--- config.mk ---
export PLATFORM = sky130hd
export DESIGN_NAME = axis_packetizer
export DESIGN_NICKNAME = d
export VERILOG_FILES = /design/src/rtl/axis_packetizer_pkg.sv /design/src/rtl/axis_out_reg.sv /design/src/rtl/axis_packetizer.sv
export SDC_FILE = /design/constraint.sdc
export NUM_CORES = 1
export LEC_CHECK = 0
export CORE_AREA = 2 2 415 417
export DETAILED_ROUTE_END_ITERATION = 6
export DIE_AREA = 0 0 417 419
export PLACE_DENSITY = 0.33
export SYNTH_ARGS = -nofsm -noshare
export SYNTH_HDL_FRONTEND = slang
export SYNTH_HIERARCHICAL = 1
export SYNTH_SLANG_ARGS = --single-unit
--- constraint.sdc ---
create_clock -name clk -period 2 [get_ports clk]
set_input_delay 0.4 -clock clk [delete_from_list [all_inputs] [get_ports clk]]
set_output_delay 0.4 -clock clk [all_outputs]
set_load 0.03 [all_outputs]
--- src/rtl/axis_packetizer_pkg.sv ---
// Shared types and widths for the AXIS packetizer and its output register slice.
package axis_packetizer_pkg;

  localparam int unsigned BEAT_IDX_W = 16;
  localparam int unsigned IDLE_CNT_W = 16;
  localparam int unsigned CNT_W      = 32;

  typedef logic [1:0] state_t;

  localparam state_t StIdle = 2'd0;
  localparam state_t StFill = 2'd1;
  localparam state_t StPad  = 2'd2;

endpackage

--- src/rtl/axis_out_reg.sv ---
// Single-stage AXIS register slice (TDATA/TLAST/TVALID) with an external load enable.
// The caller loads a beat only when slot_free_o is high.
module axis_out_reg #(
  parameter int unsigned DataWidth = 512
) (
  input  logic                 clk,
  input  logic                 resetn,
  input  logic                 load_i,
  input  logic [DataWidth-1:0] data_i,
  input  logic                 last_i,
  input  logic                 ready_i,
  output logic                 valid_o,
  output logic [DataWidth-1:0] data_o,
  output logic                 last_o,
  output logic                 slot_free_o
);

  logic                 valid_q, valid_d;
  logic [DataWidth-1:0] data_q, data_d;
  logic                 last_q, last_d;

  assign slot_free_o = !valid_q || ready_i;

  always_comb begin
    valid_d = valid_q;
    data_d  = data_q;
    last_d  = last_q;
    if (load_i) begin
      valid_d = 1'b1;
      data_d  = data_i;
      last_d  = last_i;
    end else if (ready_i) begin
      valid_d = 1'b0;
    end
  end

  always_ff @(posedge clk) begin
    if (!resetn) begin
      valid_q <= 1'b0;
      data_q  <= '0;
      last_q  <= 1'b0;
    end else begin
      valid_q <= valid_d;
      data_q  <= data_d;
      last_q  <= last_d;
    end
  end

  assign valid_o = valid_q;
  assign data_o  = data_q;
  assign last_o  = last_q;

endmodule

--- src/rtl/axis_packetizer.sv ---
// Groups a TLAST-less AXIS stream into fixed PACKET_BEATS packets, zero-padding after TIMEOUT
// idle cycles. Optional AXIS_PACKETIZER_PAD_COUNT_EN adds pad_count and padding outputs.
module axis_packetizer
  import axis_packetizer_pkg::*;
#(
  parameter int unsigned DATA_WIDTH   = 512,
  parameter int unsigned PACKET_BEATS = 64,
  parameter int unsigned TIMEOUT      = 128
) (
  input  logic                  clk,
  input  logic                  resetn,
  input  logic [DATA_WIDTH-1:0] AXIS_IN_TDATA,
  input  logic                  AXIS_IN_TVALID,
  output logic                  AXIS_IN_TREADY,
  output logic [DATA_WIDTH-1:0] AXIS_OUT_TDATA,
  output logic                  AXIS_OUT_TVALID,
  output logic                  AXIS_OUT_TLAST,
  input  logic                  AXIS_OUT_TREADY,
  output logic [CNT_W-1:0]      pkt_count
`ifdef AXIS_PACKETIZER_PAD_COUNT_EN
  ,
  output logic [CNT_W-1:0]      pad_count,
  output logic                  padding
`endif
);

  localparam logic [BEAT_IDX_W-1:0] LastIdx = BEAT_IDX_W'(PACKET_BEATS - 1);
  localparam logic [IDLE_CNT_W-1:0] IdleMax = IDLE_CNT_W'(TIMEOUT - 1);

  state_t                  state_q, state_d;
  logic [BEAT_IDX_W-1:0]   beat_idx_q, beat_idx_d;
  logic [IDLE_CNT_W-1:0]   idle_cnt_q, idle_cnt_d;
  logic [CNT_W-1:0]        pkt_count_q, pkt_count_d;

  logic                    slot_free;
  logic                    in_accept;
  logic                    load;
  logic                    beat_last;
  logic                    out_hs;
  logic [DATA_WIDTH-1:0]   load_data;

  // Held low through reset so nothing is taken while the slice is being cleared.
  assign AXIS_IN_TREADY = resetn && slot_free && (state_q != StPad);
  assign in_accept      = AXIS_IN_TVALID && AXIS_IN_TREADY;
  assign load           = in_accept || (slot_free && (state_q == StPad));
  assign beat_last      = (beat_idx_q == LastIdx);
  assign load_data      = (state_q == StPad) ? '0 : AXIS_IN_TDATA;
  assign out_hs         = AXIS_OUT_TVALID && AXIS_OUT_TREADY;

  axis_out_reg #(
    .DataWidth (DATA_WIDTH)
  ) u_out_reg (
    .clk         (clk),
    .resetn      (resetn),
    .load_i      (load),
    .data_i      (load_data),
    .last_i      (beat_last),
    .ready_i     (AXIS_OUT_TREADY),
    .valid_o     (AXIS_OUT_TVALID),
    .data_o      (AXIS_OUT_TDATA),
    .last_o      (AXIS_OUT_TLAST),
    .slot_free_o (slot_free)
  );

  always_comb begin
    state_d     = state_q;
    idle_cnt_d  = idle_cnt_q;
    beat_idx_d  = beat_idx_q;
    pkt_count_d = pkt_count_q;

    if (load) begin
      beat_idx_d = beat_last ? '0 : beat_idx_q + 1'b1;
    end
    if (out_hs && AXIS_OUT_TLAST) begin
      pkt_count_d = pkt_count_q + 1'b1;
    end

    case (state_q)
      StIdle: begin
        if (in_accept) begin
          state_d = beat_last ? StIdle : StFill;
        end
      end
      StFill: begin
        // Any valid, even one stalled by backpressure, restarts the idle window.
        if (in_accept && beat_last) begin
          state_d    = StIdle;
          idle_cnt_d = '0;
        end else if (AXIS_IN_TVALID) begin
          idle_cnt_d = '0;
        end else if (idle_cnt_q == IdleMax) begin
          state_d = StPad;
        end else begin
          idle_cnt_d = idle_cnt_q + 1'b1;
        end
      end
      StPad: begin
        if (load && beat_last) begin
          state_d    = StIdle;
          idle_cnt_d = '0;
        end
      end
      default: begin
        state_d    = StIdle;
        idle_cnt_d = '0;
      end
    endcase
  end

  always_ff @(posedge clk) begin
    if (!resetn) begin
      state_q     <= StIdle;
      beat_idx_q  <= '0;
      idle_cnt_q  <= '0;
      pkt_count_q <= '0;
    end else begin
      state_q     <= state_d;
      beat_idx_q  <= beat_idx_d;
      idle_cnt_q  <= idle_cnt_d;
      pkt_count_q <= pkt_count_d;
    end
  end

  assign pkt_count = pkt_count_q;

`ifdef AXIS_PACKETIZER_PAD_COUNT_EN
  // Tags the beat held in the output slice as a pad so it is counted at handoff.
  logic             out_pad_q, out_pad_d;
  logic [CNT_W-1:0] pad_count_q, pad_count_d;

  always_comb begin
    out_pad_d   = load ? (state_q == StPad) : out_pad_q;
    pad_count_d = pad_count_q;
    if (out_hs && out_pad_q) begin
      pad_count_d = pad_count_q + 1'b1;
    end
  end

  always_ff @(posedge clk) begin
    if (!resetn) begin
      out_pad_q   <= 1'b0;
      pad_count_q <= '0;
    end else begin
      out_pad_q   <= out_pad_d;
      pad_count_q <= pad_count_d;
    end
  end

  assign pad_count = pad_count_q;
  assign padding   = (state_q == StPad);
`endif

endmodule

; After elaboration in Yosys (flattened, before gate mapping)
; Cells that the tools add are included.
[op_classes]
magnitude_cmp = 0
n_eq_ne = 10
bitwise = 1
mux = 16
n_addsub = 3
reduce_logical = 15
mul = 0
shift = 0
div_mod_pow = 0
[ops]
columns = op, count
row1 = $mux 512, 1
row2 = $mux 16, 5
row3 = $pmux 16 s3, 1
row4 = $add 16x1->16 const B, 2
row5 = $add 32x1->32 const B, 1
row6 = $eq 16x6->1 const B, 1
row7 = $eq 16x7->1 const B, 1
row8 = $mux 2, 5
row9 = $logic_and 1x1->1, 8
row10 = $ne 3x3->1 const B, 2
row11 = $pmux 2 s3, 1
row12 = $ne 2x2->1 const B, 2
row13 = $ne 4x4->1 const B, 1
row14 = $reduce_and 4->1, 1
row15 = $mux 1, 3
row16 = $reduce_and 3->1, 1
row17 = $eq 2x1->1 const B, 1
row18 = $eq 2x2->1 const B, 1
row19 = $logic_not 2->1, 1
row20 = $logic_or 1x1->1, 2
row21 = $ne 2x1->1 const B, 1
row22 = $reduce_bool 2->1, 1
row23 = $logic_not 1->1, 1
row24 = $not 1->1, 1
[totals]
out_inout_bits = 547
elab_cells = 52
rom_bits = 0
reg_bits = 580
ramBits = 0
in_bits = 516
latch_bits = 0
n_memories = 0

; Logic depth before layout (Yosys ltp)
; Gate-level depths: netlist of the first run.
[depth]
ltp_word = 9
depth_mapped = 9
ltp_nobuf = 6

; By module
; Netlist of the first run, hierarchy kept.
[modules_own_cells]
columns = module, cells_per_inst, seq_area_each_um2, instances, area_per_inst_um2
row1 = axis_out_reg, 1657, 10289.9, 1, 19512.5
row2 = axis_packetizer, 982, 1321.3, 1, 6802.8

; Least setup slack after synthesis of the first run
; OpenSTA, ideal clock, no wires.
[synth_timing]
path_type = reg-to-reg
startpoint = register u_out_reg.valid_q (netlist: u_out_reg/valid_o)
endpoint = register pkt_count_q[28] (netlist: pkt_count[28])
path_buffers = 2
t_required_ps = 1930
synth_period_minus_slack_ps = 2195
slack_ps = -195
setup_time_ps = 70
arrival_time_ps = 2124
path_stages_with_launch = 8
path_cell_list = dfxtp_1 and3_1 buf_4 nand3_1 or4_1 buf_2 or4_1 a21oi_1
[synth_between]
elab_chain_cells = 2
[synth_rtl]
columns = item, line
row1 = start: declaration, axis_out_reg.sv:18  ; logic valid_q, valid_d;
row2 = start signal: assignment, axis_out_reg.sv:43  ; valid_q <= valid_d;
row3 = $logic_and 1x1->1, axis_packetizer.sv:48  ; assign out_hs = AXIS_OUT_TVALID && AXIS_OUT_TREADY;
row4 = $logic_and 1x1->1, axis_packetizer.sv:74  ; if (out_hs && AXIS_OUT_TLAST) begin
row5 = end signal: assignment, axis_packetizer.sv:120  ; pkt_count_q <= pkt_count_d;
row6 = end: declaration, axis_packetizer.sv:33  ; logic [CNT_W-1:0] pkt_count_q, pkt_count_d;
; Every way passes these cells.
; A chain may end at the register's enable or synchronous reset.

; Worst setup path after layout of the first run
[layout_timing]
startpoint = register u_out_reg.data_q[417] (netlist: u_out_reg/data_o[417])
endpoint = output port AXIS_OUT_TDATA[417]
[layout_rtl]
columns = item, line
row1 = start: declaration, axis_out_reg.sv:19  ; logic [DataWidth-1:0] data_q, data_d;
row2 = start signal: assignment, axis_out_reg.sv:44  ; data_q <= data_d;
row3 = end: declaration, axis_packetizer.sv:15  ; output logic [DATA_WIDTH-1:0] AXIS_OUT_TDATA,
; No word-level cell between the ends.

==> tab_implementation.tex, run 1 <==
\begin{tabular}{lr}
\hline
Metric & Value \\
\hline
\multicolumn{2}{l}{\textbf{Timing}} \\
Share of the cycle needed by the critical path after routing & 0.971 \\
Crit path time final & 1.94 ns \\
Worst Setup Slack, final & 0.0572 ns \\
Setup-failing EPs final & 0 \\
Number of hold-slack violations in the final timing report & 0 \\
Worst slew margin relative to its limit & 0.367 \\
Transition time at the pin with the least slew margin & 0.950 ns \\
Total Neg Setup Slack & 0 ns \\
RSZ-0062 raised after global routing & false \\
Clock Skew & around 0.025 ns \\
Final Max Slew Viols & 0 \\
Maximum achievable frequency & 515 MHz \\
\multicolumn{2}{l}{\textbf{Worst setup path}} \\
Startpoint class of the critical path & flip-flop \\
Largest fanout on the critical path & 2 \\
Start point of the critical path & u\_out\_reg/data\_o[417] \\
CP bufs+invs & 1 \\
Cell-by-cell listing of the critical path & dlygate4sd2\_1 \\
Largest stage delay, worst path & 0.55 ns \\
CP endpoint kind & primary output \\
Critical path class & reg2out \\
Arrival time of data at the critical path endpoint & $\sim$1.5 ns \\
Required time at the endpoint of the critical path & 1.60 ns \\
CP top delay family & buffers and inverters \\
Critical path's slowest cell & dlygate4sd2\_1 \\
R2r setup slk & 0.09 ns \\
R2r startpoint & pkt\_count[15] \\
\multicolumn{2}{l}{\textbf{Synth}} \\
Synthesized-area fraction occupied by adder cells & 0.00143 \\
Summed instance area of the synthesized netlist & approximately 26,000 um\^{}2 \\
Unique masters post-synth & 55 \\
Flip-flop cell with the highest count after synthesis & dfxtp\_1 \\
Library cell occupying the most area in the post-synthesis netlist & dfxtp\_1 \\
Post-synth EDFFs & 0 \\
Post-Synthesis Cells & approximately 2,600 \\
Flops \& latches, synth & slightly below 600 \\
Xor and xnor fraction of the mapped netlist area & 0.0107 \\
Area share of and/or/nand/nor cells after synthesis & 0.287 \\
Proportion of synthesized chip area in sequential cells & 0.441 \\
Compound-Gate Fraction of Synth Area & 0.0162 \\
Multiplexer fraction of the synthesized cell area & 0.198 \\
Syn Area/Cell & between 9 and 10 um\^{}2 \\
Dominant combinational cell family by area after synthesis & simple AND/OR/NAND/NOR gates \\
Net count after synthesis & about 3,200 \\
Share of the synthesized area in the top cell type & 0.441 \\
Number of warnings reported in the yosys synthesis log & 6 \\
Biggest area contributors in the synthesized netlist & dfxtp\_1 44\%, mux2i\_1 20\%, and2\_1 12\% \\
Post-synthesis async set-or-reset flop share & 0 \\
\multicolumn{2}{l}{\textbf{Power and ir drop}} \\
Total leakage power & $\sim$17 nW \\
Maximum VDD drop & 557 uV \\
Power Dens Cells & between 700 and 800 nW/um\^{}2 \\
\multicolumn{2}{l}{\textbf{Finish}} \\
Most common library cell in the layout ignoring fill and taps & dfxtp\_1 \\
Net count, final & between 4,000 and 5,000 \\
Share of post-route cells with drive strength above 1 & 0.103 \\
Post-layout util & 0.251 \\
Commonest cells after routing, fill and taps aside & 562 x dfxtp\_1, 520 x mux2i\_1, 518 x and2\_1, 514 x nor2b\_1, 514 x clkdlybuf4s50\_1 \\
Cell Count, Final, Fillers Out & 6,081 \\
Layout overhead on the synthesized area & 62.7\% \\
Number of inserted filler cells in the final layout & 18,500 \\
\multicolumn{2}{l}{\textbf{Min path}} \\
Origin of the worst min-delay path & resetn \\
Classification of the worst-slack hold path & in2reg \\
\multicolumn{2}{l}{\textbf{Outcome}} \\
Outcome & complete, no violations \\
\multicolumn{2}{l}{\textbf{Detailed routing}} \\
Via total after detailed routing & between 20,000 and 25,000 \\
Routed length per instance & approximately 20 um \\
Wirelength, routed & about 120,000 um \\
Vias per Instance & 3.59 \\
Number of nets with antenna violations after detailed routing & 0 \\
Final routed DRC violation total & 0 \\
Number of detailed-routing iterations run before antenna repair & 4 \\
Initial detailed-routing violation count & $\sim$650 \\
\multicolumn{2}{l}{\textbf{Run}} \\
Number of maximum-capacitance violations & 0 \\
\multicolumn{2}{l}{\textbf{Clocking}} \\
Clock Sink Count & a little under 600 \\
Library cell used as clock root buffer & clkbuf\_16 \\
Clock slew seen by the registers of the worst setup and hold paths & 0.06 ns \\
Deepest level of the CTS H-tree & 3 \\
Clock latency reported for the late side of the worst-skew pair & between 0.6 and 0.7 ns \\
Maximum buffer depth of the clock tree & 3 \\
TritonCTS buffer count & between 80 and 90 \\
Clock tree from TritonCTS & built \\
Hold bufs inserted after CTS & 0 \\
\multicolumn{2}{l}{\textbf{Global routing}} \\
Pin count of the biggest net entering global routing & a little under 200 \\
GRT Total Usage & 0.134 \\
Number of global-route vias before repair & around 22,000 \\
Remaining Overflow, GRT & 0 \\
First-pass GRT wire length & roughly 170,000 um \\
Antenna violations before repair & 41 \\
\multicolumn{2}{l}{\textbf{Floorplanning}} \\
Number of placement rows & 152 \\
Starting density of the core & 0.154 \\
Core ar. & about 170,000 um\^{}2 \\
Height of the die & 419 um \\
Full die area & approximately 170,000 um\^{}2 \\
Ports & between 1,000 and 1,500 \\
X dimension of the die & 417 um \\
\multicolumn{2}{l}{\textbf{Placement}} \\
Half-perimeter wire length after placement & approximately 90,000 um \\
Pre-CTS WS & -0.476 ns \\
Number of I/O port buffers & $\sim$1,100 \\
Global placement routability congestion & approximately 0.74 \\
Placed cells & about 5,900 \\
\hline
\end{tabular}
==> cells by family (layout without fill, tap and decap cells) <==
| family | after synthesis | after routing |
|---|---|---|
| compound gates | 67 | 67 |
| xor+xnor | 32 | 32 |
| fa+ha+maj | 3 | 3 |
| buf+inv | 204 | 1396 |
| flops | 580 | 580 |
| mux | 520 | 520 |
| other cells | 0 | 17 |
| simple gates | 1233 | 1233 |
==> state kept, by name, indices dropped and copies added (netlist names) <==
register / count
beat_idx_q: 16
idle_cnt_q: 16
pkt_count: 32
state_q: 2
u_out_reg/data_o: 512
u_out_reg/last_o: 1
u_out_reg/valid_o: 1
==> metal layers <==
| metal | track usage | share of wire |
|---|---|---|
| met1 | 0.148 | 0.39 |
| met2 | 0.236 | 0.51 |
| met3 | 0.0464 | 0.075 |
| met4 | 0.0477 | 0.026 |
| met5 | 0 | 0.00078 |
==> through the flow <==
step	power [W]	cell area, um^2	hold slack, ns
after floorplan	0.0154	26400	0.453
after global placement	0.0182	40400	0.489
after detailed placement	0.0182	40400	0.484
after CTS	0.0338	42800	0.188
after global routing	0.0345	42800	0.223
final	0.0329	42800	0.232
==> Yosys cell counts, types with 3 or more instances <==
cell and count:
nor4_1 12, or4_1 8, mux2i_1 520, buf_4 8
nor2_1 52, and3_1 7, o21ai_0 16, nand2_1 38
a31oi_1 10, clkbuf_1 124, and4_1 3, buf_8 4
nor2b_1 514, nand2b_1 3, and2_1 518, nor3_1 13
dfxtp_1 580, nand4_1 18, nand3_1 17, nand2_4 3
xnor2_1 20, inv_1 12, buf_6 48, buf_2 7
o31ai_1 3, or3_1 11, ha_1 3, a21oi_1 21
xor2_1 12
==> power by group <==
part | internal, W | switching (W)
clock | 0.00914 | 0.00623
combinational | 0.00255 | 0.00261
sequential | 0.0121 | 0.000258
==> final cells by class <==
| cell class | instances | area [um^2] | share of cell area |
|---|---|---|---|
| tap | 2233 | 2790 | 0.0653 |
| clock buffer | 131 | 2540 | 0.0593 |
| antenna | 17 | 42.5 | 0.000994 |
| inverter | 12 | 45.0 | 0.00105 |
| timing repair buffer | 1228 | 11900 | 0.278 |
| clock inverter | 25 | 280 | 0.00655 |
| multi-input combinational | 1855 | 13600 | 0.317 |
| sequential | 580 | 11700 | 0.272 |
==> repair_timing <==
item	4_1_cts	5_1_grt
resized for setup	648	11
pin swaps	1	1
endpoints found under the setup margin	541	12
setup buffers	5	0
==> path summary, 6_finish.rpt <==
kind,end,cells after the start
worst max-delay path,AXIS_OUT_TDATA[417],1
worst min register to register,idle_cnt_q[15],1
worst max register to register,pkt_count[23],6
worst min-delay path,idle_cnt_q[1],4
Note: power is estimated with default switching activity, not from simulation.
==> inputs of run 2 (changes only) <==
--- a/config.mk
+++ b/config.mk
@@ -8,6 +8,7 @@
 export CORE_AREA = 2 2 415 417
 export DETAILED_ROUTE_END_ITERATION = 6
 export DIE_AREA = 0 0 417 419
+export HOLD_SLACK_MARGIN = 0.1
 export PLACE_DENSITY = 0.33
 export SYNTH_ARGS = -nofsm -noshare
 export SYNTH_HDL_FRONTEND = slang
==> results of run 2 <==
The final DEF is identical to that of run 1; final timing and power are the same.
